File: src/rtl/demux_scheduler.sv
// Round-robin scheduler feeding a recurse_demux: one held word, one-hot sink valid, mask skips sinks.
// Optional per-sink bursting is enabled with `define DEMUX_SCHED_BURST_EN.
module demux_scheduler #(
  parameter int unsigned S     = 2,
  parameter int unsigned T     = 8,
  parameter int unsigned BURST = 4
) (
  input  logic              clk,
  input  logic              rst,
  input  logic [T-1:0]      in,
  input  logic              in_valid,
  output logic              in_ready,
  input  logic [(2**S)-1:0] mask,
  output logic [S-1:0]      ctrl,
  output logic [T-1:0]      data,
  output logic [(2**S)-1:0] out_valid,
  input  logic [(2**S)-1:0] out_ready
);

  localparam int unsigned N = 2**S;

  typedef enum logic {
    EMPTY = 1'b0,
    FULL  = 1'b1
  } state_t;

  state_t       state;
  logic         full;
  logic         any_en;
  logic         drain;
  logic         accept;
  logic [S-1:0] ptr;
  logic [S-1:0] sel;

  if (BURST < 1) begin : g_burst_chk
    $error("demux_scheduler: BURST must be >= 1");
  end

  // First enabled sink scanning cyclically from ptr; descending loop so the nearest wins.
  always_comb begin
    sel = ptr;
    for (int k = N - 1; k >= 0; k--) begin
      if (mask[ptr + S'(k)]) begin
        sel = ptr + S'(k);
      end
    end
  end

  assign full     = (state == FULL);
  assign any_en   = |mask;
  assign drain    = full & out_ready[ctrl];
  assign in_ready = any_en & (~full | drain);
  assign accept   = in_valid & in_ready;

  // Output register: a drain and an accept in the same cycle reload without a bubble.
  always_ff @(posedge clk) begin
    if (rst) begin
      state     <= EMPTY;
      ctrl      <= '0;
      data      <= '0;
      out_valid <= '0;
    end else begin
      case (state)
        EMPTY: begin
          if (accept) begin
            state     <= FULL;
            ctrl      <= sel;
            data      <= in;
            out_valid <= N'(1) << sel;
          end
        end
        FULL: begin
          if (accept) begin
            ctrl      <= sel;
            data      <= in;
            out_valid <= N'(1) << sel;
          end else if (drain) begin
            state     <= EMPTY;
            out_valid <= '0;
          end
        end
        default: begin
          state     <= EMPTY;
          out_valid <= '0;
        end
      endcase
    end
  end

`ifdef DEMUX_SCHED_BURST_EN
  localparam int unsigned BCW = $clog2(BURST + 1);

  logic [BCW-1:0] bcnt;

  // Stay on a sink for BURST accepts; a skipped ptr lands on the chosen sink with one word counted.
  always_ff @(posedge clk) begin
    if (rst) begin
      ptr  <= '0;
      bcnt <= '0;
    end else if (accept) begin
      if ((sel == ptr) && (bcnt < BCW'(BURST - 1))) begin
        ptr  <= sel;
        bcnt <= bcnt + BCW'(1);
      end else if ((sel != ptr) && (BURST > 1)) begin
        ptr  <= sel;
        bcnt <= BCW'(1);
      end else begin
        ptr  <= sel + S'(1);
        bcnt <= '0;
      end
    end
  end
`else
  // Advance past the chosen sink on every accept.
  always_ff @(posedge clk) begin
    if (rst) begin
      ptr <= '0;
    end else if (accept) begin
      ptr <= sel + S'(1);
    end
  end
`endif

endmodule

File: config.mk
export PLATFORM = sky130hd
export DESIGN_NAME = demux_scheduler
export DESIGN_NICKNAME = d
export VERILOG_FILES = /design/src/rtl/demux_scheduler.sv
export SDC_FILE = /design/constraint.sdc
export NUM_CORES = 1
export LEC_CHECK = 0
export BUFFER_PORTS_ARGS = -buffer_cell sky130_fd_sc_hd__clkbuf_2
export CAP_MARGIN = 30
export CORE_MARGIN = 4
export CORE_UTILIZATION = 51
export CTS_CLUSTER_SIZE = 30
export DETAILED_ROUTE_END_ITERATION = 12
export GPL_TIMING_DRIVEN = 0
export MAX_ROUTING_LAYER = met4
export PLACE_DENSITY = 0.81
export SLEW_MARGIN = 10
export SYNTH_ARGS = -nofsm -noshare
export SYNTH_HDL_FRONTEND = slang
export SYNTH_SLANG_ARGS = --single-unit
export TNS_END_PERCENT = 10
File: constraint.sdc
create_clock -name clk -period 3.9 [get_ports clk]
set_input_delay 1.17 -clock clk [delete_from_list [all_inputs] [get_ports clk]]
set_output_delay 1.17 -clock clk [all_outputs]
set_load 0.02 [all_outputs]
==> impl_metrics.yaml <==
finish:
  final_nets: 177
  final_cells: 180
  drive_above_1_share_pct: 29.0
  antennaDiodeCount: 0
  fillCellCount: 180
  area_growth_pct: 20.9
clock_network:
  cts_tree: "built"
  cts_resized: 0
  path_clk_slew_ns: 0.09
  clock_sinks: 17
  ctsLongestPathBuffers: 2
  cts_made_buffers: 3
  insertion_delay_ns: 0.29
  cts_setup_buffers: 0
  hold_buffers: 0
  cts.htree.levels: 1
  clock-root-buffer: "clkbuf_4"
placement:
  routabilityCongestion: 0.842
  dp_cells: 176
  dp_hpwl_um: 1820
  io_buffers: 29
  place_ws_ns: 0.553
timing:
  finalSetupViolations: 0
  final.min_clock_period_ns: 3.37
  hold_violations: 0
  skew_ns: 0.0106
  worst_slack_ns: 0.530
  slew_headroom_pct: 57.0
  maxSlewViolCount: 0
  period_share_pct: 86.4
  grt_setup_unrepaired: "no"
  fmax_mhz: 297
  finalSetupTns_ns: 0
  tightest_slew_ns: 0.646
setup_path:
  r2r-end: "ptr[1]$_SDFFE_PP0P_"
  crit_start: "out_ready[3]"
  crit_required_ns: 2.73
  r2r_setup_slack_ns: 2.17
  crit_type: "in2out"
  critPathCaptureType: "output port"
  cp-start-kind: "input port"
  crit_path_max_fanout: 10
  reg2reg_from: "ptr[1]$_SDFFE_PP0P_"
  worstRegToRegCells: 7
  arrival_ns: 2.20
synthesis:
  synth_seq_cells: 17
  yosys.cell_types.count: 36
  syn-num-nets: 143
  synth_top_flop_cell: "dfxtp_1"
  ys_seq_area_share_pct: 34.8
  synth_edf_count: 0
  synth.avg_cell_area_um2: 8.01
  async_flop_share_pct: 0
  synth_cells: 122
  yosysWarnings: 0
  netlist_area_um2: 977
run_status:
  status: "finished, final reports clean"
global_routing:
  grt_pass1_vias: 973
  grt_first_pass_wirelength_um: 3950
  grt_max_degree: 11
  gr-total-overflow: 0
  grt_usage_pct: 19.9
  antenna_found_initial: 0
detailed_routing:
  viasPerCell: 5.60
  routed_wl_um: 2420
  wire_per_inst_um: 13.4
  ant_nets: 0
  drtPass1Iterations: 4
  drtIter0Drc: 14
  drc: 0
  num_vias: 1008
min_path:
  holdPathEnd: "data[1]$_SDFFE_PP0P_"
  min_path_cells: 2
  min_path_type: "reg2reg"
  hold_start: "data[1]$_SDFFE_PP0P_"
power_and_ir_drop:
  power_density_mw_per_mm2: 348
  peakVddDrop_mv: 0.234
  power.leakage_nw: 0.530
floorplanning:
  boundaryPins: 34
  fp.dieW_um: 51.8
  coreArea_mm2: 0.00176
  placementRows: 15
  die_h_um: 51.8
  dieArea_mm2: 0.00268
  start_util_pct: 55.4
job:
  drv_cap: 0
-- how the worst max path moves through the flow --
| stage | end | slack [ns] | depth (start not counted) |
|---|---|---|---|
| finish | in_ready | 0.53 | 6 |
| global route | in_ready | 0.46 | 6 |
| floorplan | in_ready | 0.69 | 4 |
| CTS | in_ready | 0.54 | 6 |
| detailed placement | in_ready | 0.55 | 6 |
| global placement | in_ready | 0.55 | 6 |
-- cells by family (layout without fill, tap and decap cells) --
logic type | Yosys count | after routing | synth area share [%]
fa+ha+maj | 2 | 2 | 2.56
mux | 2 | 2 | 2.05
compound gates | 48 | 48 | 33.7
buf+inv | 22 | 55 | 10.8
simple gates | 31 | 31 | 16.1
flops | 17 | 17 | 34.8
-- cells in the mapped netlist (2+ instances only) --
master / count / share of area (%)
nand3_1: 11 / 5.6
o32ai_1: 2 / 1.8
nand2_1: 4 / 1.5
dfxtp_1: 17 / 35
nor2_1: 6 / 2.3
inv_1: 11 / 4.2
o21ai_0: 9 / 4.6
mux2i_1: 2 / 2.0
a211oi_1: 2 / 1.5
a21oi_1: 19 / 9.7
buf_2: 6 / 3.1
buf_4: 2 / 1.5
nand2b_1: 4 / 2.6
a2bb2oi_1: 2 / 1.8
ha_1: 2 / 2.6
o211ai_1: 2 / 1.5
o22ai_1: 2 / 1.3
-- metal layers --
metal	vias up	global-route usage (%)	share of wire (%)
li1	505	-	-
met1	473	20.7	42
met2	26	36.2	53
met3	4	4.58	5.0
met4	0	7.42	0.46
met5	-	-	0
-- final cells by class --
| type | count | area [um2] | share of cell area [%] |
|---|---|---|---|
| inverter | 11 | 41.3 | 3.50 |
| tap | 25 | 31.3 | 2.65 |
| buffer | 11 | 63.8 | 5.40 |
| clock buffer | 3 | 22.5 | 1.91 |
| multi-input combinational | 83 | 532 | 45.0 |
| sequential | 17 | 340 | 28.8 |
| timing repair buffer | 29 | 145 | 12.3 |
| clock inverter | 1 | 5.00 | 0.424 |
-- registers in the layout (all words and copies together) (netlist names) --
signal     flops
ctrl           2
data           8
full           1
out_valid      4
ptr            2
-- critical path, cell delays in order --
cell      delay [ns]
clkbuf_2        0.08
mux2i_1         0.31
a22o_1          0.20
buf_2           0.21
a21oi_1         0.06
clkbuf_2        0.16
-- layout by cell type (no fill, tap or decap), types with 3 or more instances in the layout --
cell type and count:
clkbuf_2 29, a21oi_1 19, dfxtp_1 17, inv_1 11
nand3_1 11, o21ai_0 9, buf_2 6, nor2_1 6
nand2b_1 4, nand2_1 4, clkbuf_4 3
-- metrics by stage --
stage / hold slack (ns) / util (%) / total power [mW] / cell area, um2
after global routing: 0.502 / 67.0 / 0.433 / 1180
after CTS: 0.479 / 67.0 / 0.414 / 1180
after detailed placement: 0.464 / 65.4 / 0.320 / 1150
final: 0.478 / 67.0 / 0.411 / 1180
after floorplan: 0.549 / - / 0.284 / 977
after global placement: 0.461 / 65.4 / 0.315 / 1150
-- report_power, final --
group	leakage (nW)	switching (mW)	internal, mW
Clock	0.0177	0.0569	0.0381
Combinational	0.373	0.0719	0.0485
Sequential	0.140	0.00913	0.187
Total	0.530	0.138	0.274
(Power assumes the default switching activity.)
